**src/rtl/rr_shared_reg_arbiter_pkg.sv**
```systemverilog
// Shared definitions for the round-robin shared-register arbiter.
// Contents: FSM state encoding and width helpers for ID / counter fields.
package rr_shared_reg_arbiter_pkg;

    typedef enum logic {
        IDLE = 1'b0,
        BUSY = 1'b1
    } state_t;

    // Ceiling log2; returns 0 for v <= 1.
    function automatic int unsigned clog2(input int unsigned v);
        int unsigned r;
        r = 0;
        while ((64'd1 << r) < 64'(v)) begin
            r = r + 1;
        end
        return r;
    endfunction

    // Field width for an index/count range of v values; never narrower than 1 bit.
    function automatic int unsigned idw(input int unsigned v);
        return (v <= 2) ? 1 : clog2(v);
    endfunction

endpackage

```
**src/rtl/rr_shared_reg_arbiter_if.sv**
```systemverilog
// Requester-side bus of the shared-register arbiter.
// master: producer side (drives req/wdata, observes grant and register state).
// slave : arbiter side (consumes req/wdata, drives gnt/ack/ack_id/q/busy).
interface rr_shared_reg_arbiter_if
    import rr_shared_reg_arbiter_pkg::*;
#(
    parameter int unsigned N_REQ = 4,
    parameter int unsigned WIDTH = 8
) ();

    localparam int unsigned ID_W = idw(N_REQ);

    logic [N_REQ-1:0]       req;
    logic [N_REQ*WIDTH-1:0] wdata;
    logic [N_REQ-1:0]       gnt;
    logic                   ack;
    logic [ID_W-1:0]        ack_id;
    logic [WIDTH-1:0]       q;
    logic                   busy;

    modport master (
        output req, wdata,
        input  gnt, ack, ack_id, q, busy
    );

    modport slave (
        input  req, wdata,
        output gnt, ack, ack_id, q, busy
    );

endinterface

```
**src/rtl/rr_shared_reg_arbiter_rr_pick.sv**
```systemverilog
// Combinational round-robin priority picker.
// Ports: i_req      - request vector
//        i_ptr      - last winner; search starts at i_ptr+1 and wraps
//        o_winner_c - index of the first set request found
//        o_valid_c  - high when any request is set
module rr_pick
    import rr_shared_reg_arbiter_pkg::*;
#(
    parameter  int unsigned N_REQ = 4,
    localparam int unsigned ID_W  = idw(N_REQ)
) (
    input  logic [N_REQ-1:0] i_req,
    input  logic [ID_W-1:0]  i_ptr,
    output logic [ID_W-1:0]  o_winner_c,
    output logic             o_valid_c
);

    logic [ID_W-1:0] w_idx;

    // Walk from the farthest candidate to the nearest so the nearest set bit wins.
    always_comb begin
        o_winner_c = '0;
        o_valid_c  = 1'b0;
        w_idx      = '0;
        for (int k = int'(N_REQ); k >= 1; k--) begin
            w_idx = ID_W'((int'(i_ptr) + k) % int'(N_REQ));
            if (i_req[w_idx]) begin
                o_winner_c = w_idx;
                o_valid_c  = 1'b1;
            end
        end
    end

endmodule

```
**src/rtl/rr_shared_reg_arbiter.sv**
```systemverilog
// Round-robin arbiter owning one shared WIDTH-bit register.
// A winner keeps ownership for up to MAX_BURST writes or until it drops req,
// then ownership returns to IDLE for at least one cycle before re-arbitration.
// Ports: clk - rising-edge clock
//        rst - synchronous active-high reset
//        bus - slave side: req/wdata in; gnt/ack/ack_id/q/busy out
module rr_shared_reg_arbiter
    import rr_shared_reg_arbiter_pkg::*;
#(
    parameter int unsigned      N_REQ     = 4,
    parameter int unsigned      WIDTH     = 8,
    parameter int unsigned      MAX_BURST = 4,
    parameter logic [WIDTH-1:0] RESET_VAL = '0
) (
    input  logic                    clk,
    input  logic                    rst,
    rr_shared_reg_arbiter_if.slave  bus
);

    localparam int unsigned ID_W  = idw(N_REQ);
    localparam int unsigned CNT_W = idw(MAX_BURST + 1);

    state_t           r_state, w_state_nxt;
    logic [ID_W-1:0]  r_owner, w_owner_nxt;
    logic [ID_W-1:0]  r_ptr,   w_ptr_nxt;
    logic [CNT_W-1:0] r_cnt,   w_cnt_nxt;
    logic [N_REQ-1:0] r_gnt,   w_gnt_nxt;
    logic [WIDTH-1:0] r_q,     w_q_nxt;

    logic             w_ack;
    logic             w_last;
    logic [WIDTH-1:0] w_lane;
    logic [ID_W-1:0]  w_pick_idx;
    logic             w_pick_valid;

    rr_pick #(.N_REQ(N_REQ)) u_pick (
        .i_req      (bus.req),
        .i_ptr      (r_ptr),
        .o_winner_c (w_pick_idx),
        .o_valid_c  (w_pick_valid)
    );

    // Owner's write-data lane.
    always_comb begin
        w_lane = '0;
        for (int i = 0; i < int'(N_REQ); i++) begin
            if (r_owner == ID_W'(i)) begin
                w_lane = bus.wdata[i*int'(WIDTH) +: WIDTH];
            end
        end
    end

    // State register; reset takes priority over any pending write.
    always_ff @(posedge clk) begin
        if (rst) begin
            r_state <= IDLE;
            r_owner <= '0;
            r_ptr   <= ID_W'(N_REQ - 1);
            r_cnt   <= '0;
            r_gnt   <= '0;
            r_q     <= RESET_VAL;
        end else begin
            r_state <= w_state_nxt;
            r_owner <= w_owner_nxt;
            r_ptr   <= w_ptr_nxt;
            r_cnt   <= w_cnt_nxt;
            r_gnt   <= w_gnt_nxt;
            r_q     <= w_q_nxt;
        end
    end

    // Next-state and ack logic.
    always_comb begin
        w_state_nxt = r_state;
        w_owner_nxt = r_owner;
        w_ptr_nxt   = r_ptr;
        w_cnt_nxt   = r_cnt;
        w_gnt_nxt   = r_gnt;
        w_q_nxt     = r_q;
        w_ack       = 1'b0;
        w_last      = (r_cnt == CNT_W'(MAX_BURST - 1));

        case (r_state)
            IDLE: begin
                if (w_pick_valid) begin
                    w_state_nxt = BUSY;
                    w_owner_nxt = w_pick_idx;
                    w_gnt_nxt   = N_REQ'(1) << w_pick_idx;
                    w_cnt_nxt   = '0;
                end
            end
            BUSY: begin
                w_ack = bus.req[r_owner];
                if (w_ack) begin
                    w_q_nxt   = w_lane;
                    w_cnt_nxt = r_cnt + CNT_W'(1);
                end
                // Release on a dropped request or after the final burst write.
                if (!w_ack || w_last) begin
                    w_state_nxt = IDLE;
                    w_gnt_nxt   = '0;
                    w_ptr_nxt   = r_owner;
                    w_owner_nxt = '0;
                    w_cnt_nxt   = '0;
                end
            end
            default: ;
        endcase
    end

    assign bus.gnt    = r_gnt;
    assign bus.ack    = w_ack;
    assign bus.ack_id = r_owner;
    assign bus.q      = r_q;
    assign bus.busy   = (r_state == BUSY);

endmodule

```
**src/flat_wrapper.sv**
```systemverilog
// flat-port wrapper written by rule: the top's interface ports become plain ports
module rr_shared_reg_arbiter_flat import rr_shared_reg_arbiter_pkg::*;
#(
    parameter int unsigned      N_REQ     = 4,
    parameter int unsigned      WIDTH     = 8,
    parameter int unsigned      MAX_BURST = 4,
    parameter logic [WIDTH-1:0] RESET_VAL = '0
)
  (clk, rst, bus_req, bus_wdata, bus_gnt, bus_ack, bus_ack_id, bus_q, bus_busy);
  rr_shared_reg_arbiter_if #(.N_REQ(N_REQ), .WIDTH(WIDTH)) bus_i ();
  input  logic clk;
  input  logic rst;
  input wire logic [$bits(bus_i.req)-1:0] bus_req;
  input wire logic [$bits(bus_i.wdata)-1:0] bus_wdata;
  output wire logic [$bits(bus_i.gnt)-1:0] bus_gnt;
  output wire logic [$bits(bus_i.ack)-1:0] bus_ack;
  output wire logic [$bits(bus_i.ack_id)-1:0] bus_ack_id;
  output wire logic [$bits(bus_i.q)-1:0] bus_q;
  output wire logic [$bits(bus_i.busy)-1:0] bus_busy;
  assign bus_i.req = bus_req;
  assign bus_i.wdata = bus_wdata;
  assign bus_gnt = bus_i.gnt;
  assign bus_ack = bus_i.ack;
  assign bus_ack_id = bus_i.ack_id;
  assign bus_q = bus_i.q;
  assign bus_busy = bus_i.busy;
  rr_shared_reg_arbiter #(.N_REQ(N_REQ), .WIDTH(WIDTH), .MAX_BURST(MAX_BURST), .RESET_VAL(RESET_VAL)) u_core (.clk(clk), .rst(rst), .bus(bus_i));
endmodule
```
**config.mk**
```make
export PLATFORM = sky130hd
export DESIGN_NAME = rr_shared_reg_arbiter_flat
export DESIGN_NICKNAME = d
export VERILOG_FILES = /design/src/rtl/rr_shared_reg_arbiter_pkg.sv /design/src/rtl/rr_shared_reg_arbiter_if.sv /design/src/rtl/rr_shared_reg_arbiter_rr_pick.sv /design/src/rtl/rr_shared_reg_arbiter.sv /design/src/flat_wrapper.sv
export SDC_FILE = /design/constraint.sdc
export NUM_CORES = 1
export LEC_CHECK = 0
export ABC_AREA = 1
export BUFFER_PORTS_ARGS = -buffer_cell sky130_fd_sc_hd__buf_2
export CAP_MARGIN = 10
export CORE_MARGIN = 2
export CORE_UTILIZATION = 40
export DETAILED_ROUTE_END_ITERATION = 16
export PLACE_DENSITY = 0.68
export SLEW_MARGIN = 20
export SYNTH_ARGS = -nofsm -noshare
export SYNTH_HDL_FRONTEND = slang
export SYNTH_SLANG_ARGS = --single-unit
```
**constraint.sdc**
```tcl
create_clock -name clk -period 2.6 [get_ports clk]
set_input_delay 0.13 -clock clk [delete_from_list [all_inputs] [get_ports clk]]
set_output_delay 0.13 -clock clk [all_outputs]
set_load 0.005 [all_outputs]
```
# Yosys cells after proc, flatten, opt, wreduce, memory -nomap -nowiden
# Cells that the tools add are included.
[totals] register_bits=20 inputBits=38 out_inout_bits=16 wordCells=68
[op_classes] add_sub_neg=5 order_cmp=5 eq_ne=7 n_shift=1 n_mux=36 bitwise=1 reduce_logical=7
[op_table] op="2-to-1 mux 8 bit" count=4
[op_table] op="less-than comparator 2 x 3 -> 1 bit, second input constant" count=5
[op_table] op="2-to-1 mux 1 bit" count=12
[op_table] op="2-to-1 mux 2 bit" count=6
[op_table] op="binary-select mux 1 bit (select 2 bit)" count=5
[op_table] op="2-to-1 mux 3 bit" count=3
[op_table] op="2-to-1 mux 4 bit" count=2
[op_table] op="case mux 4 bit (2 select lines)" count=1
[op_table] op="AND reduction 2 bit" count=4
[op_table] op="case mux 3 bit (2 select lines)" count=1
[op_table] op="adder 2 x 1 -> 2 bit, second input constant" count=2
[op_table] op="adder 2 bit, second input constant" count=2
[op_table] op="equality test 2 bit, second input constant" count=2
[op_table] op="inequality test 2 bit, second input constant" count=2
[op_table] op="case mux 2 bit (2 select lines)" count=1
[op_table] op="<< shifter 1 x 2 -> 4 bit, first input constant" count=1
[op_table] op="adder 3 x 1 -> 3 bit, second input constant" count=1
[op_table] op="equality test 3 x 2 -> 1 bit, second input constant" count=1
[op_table] op="inequality test 3 bit, second input constant" count=1
[op_table] op="equality test 2 x 1 -> 1 bit, second input constant" count=1
[op_table] op="zero test 2 bit" count=1
[op_table] op="case mux 1 bit (2 select lines)" count=1
[op_table] op="zero test 1 bit" count=1
[op_table] op="logical OR 1 bit" count=1
[op_table] op="NOT 1 bit" count=1

# Longest topological paths before layout
[logic_depth] depth_word=10 ltp_mapped=13 depth_no_buf=12

# Cells and area by module
# A second synthesis with hierarchy kept.
[hier_totals] hier_cells=188 area_unflattened_um2=1256.2
[by_module_without_submodules] module="rr_shared_reg_arbiter" n_inst=1 cells_per_inst=139 area_per_inst_um2=1029.7 seq_area_each_um2=400.4
[by_module_without_submodules] module="rr_pick" n_inst=1 cells_per_inst=49 area_per_inst_um2=226.5 seq_area_each_um2=0.0

# Worst setup path before layout
# No wires, ideal clock.
[synth_path] kind="register -> register" start="reg u_core.r_ptr[0]" end="reg u_core.r_owner[1], in the netlist u_core.bus.ack_id[1]" setup_ns=0.115 arrival_time_ns=1.233 t_required_ns=2.485 slack_ns=1.252 path_stages_with_launch=11 path_buffers=1 period_less_slack_ns=1.348 path_cell_list="dfxtp_1 buf_4 inv_4 nand2_1 nand2_1 and2_4 a21oi_2 inv_2 nand2_4 nor2_1 o21a_1"
[synth_between] elab_chain_cells=9 word_cells_on_any_way=24 classes_between="add/sub (4); eq/ne (1); mux (18); reduce/logical (1)"
[synth_rtl] item="from (decl)" line_no="rr_shared_reg_arbiter.sv:25" rtl="logic [ID_W-1:0] r_ptr, w_ptr_nxt;"
[synth_rtl] item="from (signal assigned)" line_no="rr_shared_reg_arbiter.sv:58" rtl="r_ptr <= ID_W'(N_REQ - 1);"
[synth_rtl] item="from (signal assigned)" line_no="rr_shared_reg_arbiter.sv:65" rtl="r_ptr <= w_ptr_nxt;"
[synth_rtl] item="adder 2 x 1 -> 2 bit" line_no="rr_shared_reg_arbiter_rr_pick.sv:26" rtl="w_idx = ID_W'((int'(i_ptr) + k) % int'(N_REQ));"
[synth_rtl] item="binary-select mux 1 bit (select 2 bit)" line_no="rr_shared_reg_arbiter_rr_pick.sv:27" rtl="if (i_req[w_idx]) begin"
[synth_rtl] item="2-to-1 mux 1 bit (implied by the code)" line_no="rr_shared_reg_arbiter_rr_pick.sv:27"
[synth_rtl] item="2-to-1 mux 2 bit / 2-to-1 mux 1 bit (equally long branches) (4 in a row)" line_no="rr_shared_reg_arbiter_rr_pick.sv:27"
[synth_rtl] item="2-to-1 mux 2 bit / inequality test 2 bit (equally long branches)"
[synth_rtl] item="case mux 2 bit (2 select lines) / AND reduction 2 bit (equally long branches)"
[synth_rtl] item="to (signal assigned)" line_no="rr_shared_reg_arbiter.sv:64" rtl="r_owner <= w_owner_nxt;"
[synth_rtl] item="to (decl)" line_no="rr_shared_reg_arbiter.sv:24" rtl="logic [ID_W-1:0] r_owner, w_owner_nxt;"
# Parallel ways exist; a longest one is shown, timed or not. The select of a mux whose other input is x is not followed.
# A chain may end at the register's enable or synchronous reset.

# Worst setup path after layout
[layout_path] start="reg u_core.r_owner[0], in the netlist u_core.bus.ack_id[0]" end="out bus_ack"
[layout_between] elab_chain_cells=3
[layout_rtl] item="binary-select mux 1 bit (select 2 bit)" line_no="rr_shared_reg_arbiter.sv:93" rtl="w_ack = bus.req[r_owner];"
[layout_rtl] item="2-to-1 mux 1 bit (implied by the code)" line_no="rr_shared_reg_arbiter.sv:93"
[layout_rtl] item="2-to-1 mux 1 bit" line_no="rr_shared_reg_arbiter.sv:83" rtl="case (r_state)"
[layout_rtl] item="to (decl)" line_no="flat_wrapper.sv:16" rtl="output wire logic [$bits(bus_i.ack)-1:0] bus_ack;"
# Every way passes these cells. The select of a mux whose other input is x is not followed.

==> key figures <==
Status
  – Outcome: complete, no violations

Floorplan
  – Initial Util: 0.415
  – Core region area: between 3000 and 4000 um2
  – Io pins: 54
  – FP Rows: 21
  – Die width: around 63 um
  – Chip Height: approximately 63 um
  – Die area: between 3000 and 4000 um2

Yosys
  – Synth unique cells: 31
  – #FFs+latches synth: 20
  – Largest cells by area after synthesis: dfxtp_1, nand2_1, a211oi_2
  – Yosys top cell area share: 0.291
  – Sequential share of the synthesized area: 0.291
  – Syn nets: 231
  – Number of flops mapped to enable cells by yosys: 0
  – Synth Area per Inst: between 7 and 8 um2
  – Top cells by count, synth: nand2_1, dfxtp_1, nand3_1
  – Asr flop ratio synth: 0
  – Count leader, synth: nand2_1
  – Mapped Area: approximately 1400 um2
  – Cell count after synthesis: ~190
  – Area leader, netlist: dfxtp_1
  – Top FF cell, synth: dfxtp_1
  – Syn. warnings: 0

Global routing
  – GRT overflow: 0
  – Met3 usage: 0.0486
  – Grt met2 use: 0.298
  – GRT busiest layer: met2
  – First-pass GRT wire length: ~5700 um
  – GRT met1 Usage: 0.227
  – Largest net degree at the start of global routing: 18
  – Vias in the first global route: around 1,300
  – GRT Total Usage: 0.176
  – Initial antenna violation count: 0

Finish
  – Final net count: about 280
  – Final cell count without fillers: roughly 290
  – Synth-to-Final Area Change: 23.4%
  – FILL cells: 338
  – Diode count: 0
  – Final instance area: about 1700 um2
  – Share of post-route cells with drive strength above 1: 0.401

Pwr
  – Pwr per Cell Area: between 700 and 800 nW/um2
  – Tot Pwr: between 1 and 1.5 mW
  – Leak Pwr: between 0.8 and 0.9 nW
  – Max VDD drop: 0.498 mV

Placed design
  – Port Buffers: 53
  – DP Cell Count: between 200 and 300
  – Cell Area, Placed: 1640 um2
  – GPL Wtd Cong: 0.849
  – Dpl hpwl: about 2600 um

Timing
  – FMAX: 0.496 GHz
  – Worst Max-Slew Pin Slew: between 500 and 600 ps
  – # setup viols final: 0
  – Min Hold Slack: 163 ps
  – Skew final: around 18 ps
  – Final hold vios: 0
  – Min Tclk post-route: ~2000 ps
  – Final max-slew violation count: 0
  – Rel. slew slack: 0.609
  – RSZ-0062 raised after global routing: no
  – Fin Setup TNS: 0 ps
  – Final worst-path cycle share: 0.775

Detailed routing
  – Initial DRC Count: roughly 90
  – Remaining DRCs: 0
  – Overall routed net length: about 3300 um
  – First drt pass iteration count: 4
  – Vias/cell: about 4.7
  – ANT nets after route: 0
  – DR vias: between 1,000 and 1,500
  – DR WL/cell: 11.3 um

Job
  – Max-Cap Viols: 0

Setup path
  – Crit-path max cell delay: 720 ps
  – CP max FO: 17
  – Crit-path slowest cell: dfxtp_1
  – Worst setup SP type: register
  – CP cell instances: nand2_1 > inv_2 > nand2_2 > nand4_4 > nand2_4 > clkinv_4 > buf_2
  – CP required: 2470 ps
  – WP data arrival: about 1900 ps
  – Critical path capture point type: primary output
  – Critical setup path kind: register to primary output

Clocking
  – Post-CTS setup buffers: 0
  – Clock latency on the worst-skew pair: roughly 310 ps
  – Post-CTS Resized: 0
  – Clock Tree Root: clkbuf_4
  – # H-tree levels: 1
  – CTS tree: yes
  – Hold Buf Count CTS: 0
  – CTS Sinks: 20
  – Total CTS buffers: 3
  – Reg clk slew, reported paths: ~120 ps
  – CTS Buffer Depth: 2

Min path
  – Hold crit path type: input pin to register
## per-layer routing
layer  routed length (um)  part of all wire  vias to the layer above
met5                    0                 0                        -
met4                   10            0.0031                        0
met3                  277             0.085                        2
met2                 1500              0.46                       51
met1                 1470              0.45                      584
li1                     -                 -                      724
## cell families after synthesis
| kind of cell | count (synthesis) | synth area share |
|---|---|---|
| buffers and inverters | 30 | 0.114 |
| DFF | 20 | 0.291 |
| and+or+nand+nor | 105 | 0.379 |
| AOI/OAI and AO/OA | 34 | 0.198 |
| adders and majority gates | 2 | 0.0182 |
## worst paths after layout
path	start	cells after the start	endpoint	slack, ps
worst max-delay path	u_core.bus.ack_id[0]	7	bus_ack	580
worst min register to register	u_core.r_cnt[0]	1	u_core.r_cnt[0]	470
worst min-delay path	bus_wdata[27]	3	u_core.bus.q[3]	160
worst max register to register	u_core.bus.ack_id[0]	10	u_core.bus.gnt[2]	850
## state kept, by name, indices dropped and copies added, names as in the netlist
register	cells
u_core.bus.q	8
u_core.r_cnt	3
u_core.bus.ack_id	2
u_core.r_ptr	2
u_core.bus.busy	1
u_core.bus.gnt	4
## worst max-delay path, delay by kind of cell, from the launching register on
family	cells	cell delay, ps
flip-flops	1	720
AND/OR/NAND/NOR	4	390
buffers and inverters	3	460
## power breakdown
part / internal (mW) / total, mW / switching [mW] / leakage [nW]
registers: 0.367 / 0.441 / 0.0741 / 0.164
clock network: 0.156 / 0.253 / 0.0970 / 0.0279
logic: 0.237 / 0.605 / 0.369 / 0.671
## per-stage QoR
stage / setup WS, ps / util
detailed placement: 876 / 0.496
global route: 434 / 0.512
CTS: 590 / 0.512
global placement: 922 / 0.496
floorplan: 1250 / -
finish: 584 / 0.512
## final cells by class
type / instances / area, um2 / area share
clock buffers: 3 / 22.5 / 0.0133
multi-input cells: 141 / 817 / 0.482
flip-flops and latches: 20 / 400 / 0.236
clock inverters: 1 / 30.0 / 0.0177
repair buffers: 53 / 265 / 0.156
inverters: 24 / 103 / 0.0605
well taps: 46 / 57.6 / 0.0339
## cell usage in the layout (no fill, tap or decap)
cell type	synthesis	final
inv_4	1	1
nand3_1	18	18
a221oi_1	1	1
a21oi_2	5	5
inv_2	5	5
and2_4	1	1
nor2_4	1	1
dfxtp_1	20	20
a211oi_2	8	8
o21a_1	2	2
inv_1	16	16
nand3_4	1	1
bufinv_16	0	1
ha_1	2	2
nand2_4	4	4
a21oi_1	11	11
o21ai_2	1	1
o211ai_1	4	4
buf_2	0	53
clkbuf_4	0	3
nor2_2	3	3
o21ai_1	1	1
nand4_4	1	1
nand2_2	7	7
clkinv_4	2	2
nand2_1	54	54
o21ai_0	1	1
nor2_1	13	13
nand4_1	2	2
(Power assumes the default switching activity.)
